`src/rtl/div_func.sv`:
```
// -----------------------------------------------------------------------------
// div_func - unsigned XLEN-bit restoring divider with a configurable pipeline.
//
// One quotient bit is resolved per step, most significant bit first. Setting
// bit i of STAGE_LIST puts a register after step i. Latency is
// LAT = popcount(STAGE_LIST). LAT=0 gives a purely combinational unit, and
// STAGE_LIST of all ones gives one register per step. A new op is accepted
// every cycle, with no backpressure.
//
// Optional feature (macro DIV_FUNC_OUTREG_EN): registers {ack,quo,rem} after
// the final step, so latency becomes LAT+1.
//
// Divide by zero gives quo = all ones and rem = a. This falls out of the
// restoring recurrence itself, so no special case is needed.
//
// Ports
//   clk  in   1     rising-edge clock
//   rst  in   1     asynchronous reset, active low
//   a    in   XLEN  dividend (unsigned)
//   b    in   XLEN  divisor (unsigned)
//   vld  in   1     op request; a/b are sampled in the same cycle
//   quo  out  XLEN  quotient a/b
//   rem  out  XLEN  remainder a%b
//   ack  out  1     quo/rem valid for the op issued LAT cycles earlier
// -----------------------------------------------------------------------------
module div_func #(
  parameter int               XLEN       = 32,
  parameter logic [XLEN-1:0]  STAGE_LIST = 32'h0101_0101
) (
  input  logic            clk,
  input  logic            rst,
  input  logic [XLEN-1:0] a,
  input  logic [XLEN-1:0] b,
  input  logic            vld,
  output logic [XLEN-1:0] quo,
  output logic [XLEN-1:0] rem,
  output logic            ack
);

  // Stage k holds the inputs of step k. Stage XLEN holds the final result.
  // The partial remainder is always < b after a step, so XLEN bits are
  // enough to store it. Only the shifted value needs the extra bit.
  logic            st_v [0:XLEN];
  logic [XLEN-1:0] st_r [0:XLEN];
  logic [XLEN-1:0] st_q [0:XLEN];
  logic [XLEN-1:0] st_a [0:XLEN];
  logic [XLEN-1:0] st_b [0:XLEN];

  assign st_v[0] = vld;
  assign st_r[0] = '0;
  assign st_q[0] = '0;
  assign st_a[0] = a;
  assign st_b[0] = b;

  for (genvar i = 0; i < XLEN; i++) begin : g_step
    logic [XLEN:0]   sh;
    logic            ge;
    logic [XLEN-1:0] nr;
    logic [XLEN-1:0] nq;

    // Gating with the stage valid keeps bubbles at r=0,q=0. Otherwise an idle
    // stage that sees a zero divisor would produce quotient ones on its own.
    // NOTE: every always_comb output gets a value on every path (nq is
    // copied before its bit is patched), so no latch is inferred.
    always_comb begin
      sh = {st_r[i], st_v[i] & st_a[i][XLEN-1-i]};
      ge = st_v[i] && (sh >= {1'b0, st_b[i]});
      // When ge holds, the true difference is < b, so XLEN-bit modular
      // subtraction is exact.
      nr = ge ? (sh[XLEN-1:0] - st_b[i]) : sh[XLEN-1:0];
      nq = st_q[i];
      nq[XLEN-1-i] = ge;
    end

    if (STAGE_LIST[i]) begin : g_reg
      logic            v_q;
      logic [XLEN-1:0] r_q, q_q, a_q, b_q;

      // NOTE: sequential state uses non-blocking assignments only. The data
      // registers are reset along with valid, so outputs read zero after reset.
      always_ff @(posedge clk or negedge rst) begin
        if (!rst) begin
          v_q <= 1'b0;
          r_q <= '0;
          q_q <= '0;
          a_q <= '0;
          b_q <= '0;
        end else begin
          v_q <= st_v[i];
          r_q <= nr;
          q_q <= nq;
          a_q <= st_a[i];
          b_q <= st_b[i];
        end
      end

      assign st_v[i+1] = v_q;
      assign st_r[i+1] = r_q;
      assign st_q[i+1] = q_q;
      assign st_a[i+1] = a_q;
      assign st_b[i+1] = b_q;
    end else begin : g_comb
      assign st_v[i+1] = st_v[i];
      assign st_r[i+1] = nr;
      assign st_q[i+1] = nq;
      assign st_a[i+1] = st_a[i];
      assign st_b[i+1] = st_b[i];
    end
  end

  // The operands carried past the last step are not needed.
  logic unused_tail;
  assign unused_tail = ^{st_a[XLEN], st_b[XLEN]};

`ifdef DIV_FUNC_OUTREG_EN
  logic            ack_q;
  logic [XLEN-1:0] quo_q, rem_q;

  always_ff @(posedge clk or negedge rst) begin
    if (!rst) begin
      ack_q <= 1'b0;
      quo_q <= '0;
      rem_q <= '0;
    end else begin
      ack_q <= st_v[XLEN];
      quo_q <= st_q[XLEN];
      rem_q <= st_r[XLEN];
    end
  end

  assign ack = ack_q;
  assign quo = quo_q;
  assign rem = rem_q;
`else
  // Any steps after the last register are combinational from live inputs
  // (all of them when LAT=0). Masking with rst holds the outputs at zero
  // for the whole reset.
  assign ack = rst & st_v[XLEN];
  assign quo = rst ? st_q[XLEN] : '0;
  assign rem = rst ? st_r[XLEN] : '0;
`endif

endmodule

```
`config.mk`:
```
export PLATFORM = sky130hd
export DESIGN_NAME = div_func
export DESIGN_NICKNAME = d
export VERILOG_FILES = /design/src/rtl/div_func.sv
export SDC_FILE = /design/constraint.sdc
export NUM_CORES = 2
export LEC_CHECK = 0
export CORE_MARGIN = 8
export CORE_UTILIZATION = 71
export DETAILED_ROUTE_END_ITERATION = 8
export MAX_ROUTING_LAYER = met4
export PLACE_DENSITY = 0.89
export SYNTH_ARGS = -nofsm -noshare
export SYNTH_HDL_FRONTEND = slang
export SYNTH_SLANG_ARGS = --single-unit
```
`constraint.sdc`:
```
create_clock -name clk -period 56.3 [get_ports clk]
set_input_delay 11.26 -clock clk [delete_from_list [all_inputs] [get_ports clk]]
set_output_delay 11.26 -clock clk [all_outputs]
set_load 0.02 [all_outputs]
```
==> flow_metrics.env <==
export IMPL_routed_via_count=70000
export IMPL_synth_edff_count=0
export IMPL_synth_compound_area_frac=0.257
export IMPL_endpoint="rem[4]"
export IMPL_drt_initial_drc_count=8102
export IMPL_setup_worst_path_start_class="register"
export IMPL_worstMarginPinSlew_ns=1.15
export IMPL_hp_start="g_step[16].g_reg.q_q[31]"
export IMPL_fin_skew_ns=0.0233
export IMPL_maxCapViolations=0
export IMPL_root_buffer="clkbuf_16"
export IMPL_path_common_cell="o21ai_0"
export IMPL_ys_ff_latch=388
export IMPL_cp_num_buf_inv=6
export IMPL_postCtsHoldBufs=0
export IMPL_maxSlewHeadroom=0.236
export IMPL_synth_top_family_by_area="compound AO/OA/AOI/OAI gates"
export IMPL_cp_slowest_cell="a2111oi_0"
export IMPL_dp_slack_ns=18.19
export IMPL_antenna_found_initial=13
export IMPL_worst_ep_arrival_time_ns=28.54
export IMPL_cts_buffers=47
export IMPL_hp_class="reg -> reg"
export IMPL_cp_top_family="compound AO/OA/AOI/OAI gates"
export IMPL_multi_input_area_um2=57500
export IMPL_synth_ff_type="dfrtp_1"
export IMPL_power_leakage_uw=0.0372
export IMPL_yosys_area_share_simple=0.170
export IMPL_ios=132
export IMPL_final_common_cell="ha_1"
export IMPL_cts_path_max_buffers=3
export IMPL_r2r_start="g_step[16].g_reg.b_q[4]"
export IMPL_cts_sinks=388
export IMPL_h_tree_depth=2
export IMPL_timing_fmax_ghz=0.0251
export IMPL_synth_xor_area_frac=0.0989
export IMPL_syn_area_um2=69500
export IMPL_seq_area_um2=9710
export IMPL_cts_tree="built"
export IMPL_worstReg2RegEnd="g_step[24].g_reg.r_q[23]"
export IMPL_status="completed"
export IMPL_routedWlPerCell_um=23.4
export IMPL_fin_ws_ns=16.50
export IMPL_grt_max_degree=93
export IMPL_synth_top_area_share=0.179
export IMPL_grt_pass1_wl_um=361000
export IMPL_path_max_fanout=35
export IMPL_gp_congestion=1.06
export IMPL_cp_num_cells=91
export IMPL_syn_instance_count=8724
export IMPL_dp_hpwl_um=185000
export IMPL_rsz0062_at_grt="no"
export IMPL_finalWirelength_um=237000
export IMPL_drc=0
export IMPL_overflow=0
export IMPL_final_layout_size_suffix_gt1_frac=0.0984
export IMPL_clkLatencyLatePin_ns=0.64
export IMPL_synth_async_sr_flop_share=1.00
export IMPL_die_area_um2=108000
export IMPL_setup_violations=0
export IMPL_syn_area_per_cell_um2=7.97
export IMPL_syn_to_final_growth_pct=6.28
export IMPL_p_per_area_nw_per_um2=15.5
export IMPL_grtUsageTotal=0.428
export IMPL_synthTopCellsByArea="ha_1, dfrtp_1, mux2_2"
export IMPL_whs_path_depth=0
export IMPL_drt_pass1_iterations=9
export IMPL_cp_required_ns=45.04
export IMPL_nets=9892
export IMPL_io_buffers=131
export IMPL_rows=115
export IMPL_crit_path_end_kind="output port"
export IMPL_min_period_ns=39.80
export IMPL_yosys_area_top_type="ha_1"
export IMPL_yosysSeqAreaShare=0.140
export IMPL_viasPerCell=6.90
export IMPL_crit_path_max_incr_delay_ns=0.86
export IMPL_post_cts_buffers=0
export IMPL_core_area_um2=97700
export IMPL_initial_utilization=0.712
export IMPL_final_hold_viol_count=0
export IMPL_synthesis_nets=9816
export IMPL_postRouteAntennaNets=0
export IMPL_ir_worst_vdd_uv=27.7
export IMPL_maxSlewViolCount=0
export IMPL_startpoint="g_step[24].g_reg.b_q[1]"
export IMPL_post_route_period_util=0.707
export IMPL_ys_warn_count=0
export IMPL_synth_fa_ha_area_frac=0.188
export IMPL_layout_common_cells="ha_1, a21oi_1, nor2_1"
export IMPL_cts_resized=0
export IMPL_fin_tns_setup_ns=0
export IMPL_critical_path_class="reg -> out"
export IMPL_die_h_um=329
export IMPL_r2r_cells=112
export IMPL_grt_pass1_vias=66000
export IMPL_n_fill_cell=7318
export IMPL_synth_cell_type_count=95
export IMPL_r2r_setup_slack_ns=21.99
export IMPL_path_clk_slew_ns=0.07
export IMPL_synthMuxAreaShare=0.112
export IMPL_power_uw=1140
export IMPL_chipWidth_um=329
per-stage QoR:
step	instances	instance area (um2)	util	hold slack (ns)
finish	10100	73900	0.757	0.340
global placement	10000	72300	0.740	0.332
floorplan	8724	69500	-	0.331
global route	10100	73900	0.756	0.348
detailed placement	10000	72300	0.740	0.335
CTS	10100	73900	0.756	0.341
power breakdown:
| part | total [uW] | switching [uW] | internal (uW) |
|---|---|---|---|
| combinational | 533 | 319 | 214 |
| sequential | 298 | 9.73 | 288 |
| clock | 311 | 138 | 173 |
| total | 1140 | 466 | 676 |
logic make-up after synthesis:
family / Yosys count
AOI/OAI and AO/OA: 2759
and+or+nand+nor: 2436
adders and majority gates: 1025
xor gates and xnor gates: 785
muxes: 699
buffers and inverters: 632
DFF: 388
cells in the mapped netlist (all sizes together), types with 78 or more instances:
master,n
xor2,244
o21ai,554
ha,994
nand2b,142
mux2,615
buf,78
nand3,171
a211oi,87
a21oi,807
a21o,404
o21a,147
nand4,149
nor2b,139
and3,78
a21boi,79
nand2,614
nor2,654
nor3,164
clkbuf,94
o21bai,138
mux2i,84
inv,459
dfrtp,388
xnor2,541
metal layers:
| layer | GRT usage | vias to the layer above | share of wire |
|---|---|---|---|
| met1 | 0.514 | 32300 | 0.38 |
| met2 | 0.652 | 3926 | 0.43 |
| met5 | - | - | 0 |
| met4 | 0.270 | 0 | 0.076 |
| li1 | - | 32600 | - |
| met3 | 0.0931 | 1180 | 0.11 |
area by class of cell:
cell class | count | share of cell area
sequential | 388 | 0.131
antenna | 18 | 0.000609
inverter | 460 | 0.0234
clock inverter | 28 | 0.00332
tap | 1287 | 0.0218
timing repair buffer | 199 | 0.0249
multi-input combinational | 7704 | 0.777
clock buffer | 55 | 0.0173
registers in the layout, indices dropped and copies added, names as in the netlist:
name              flops
g_step.g_reg.q_q     52
g_step.g_reg.r_q    128
g_step.g_reg.v_q      4
g_step.g_reg.a_q     76
g_step.g_reg.b_q    128
worst min-delay path by stage:
| stage | endpoint | slack, ns |
|---|---|---|
| floorplan | g_step[16].g_reg.a_q[0] | 0.33 |
| detailed placement | g_step[16].g_reg.a_q[10] | 0.33 |
| finish | g_step[24].g_reg.q_q[31] | 0.34 |
| global placement | g_step[8].g_reg.a_q[10] | 0.33 |
| CTS | g_step[24].g_reg.q_q[31] | 0.34 |
| global route | g_step[16].g_reg.q_q[30] | 0.35 |
Power figures use the tool's default switching activity.
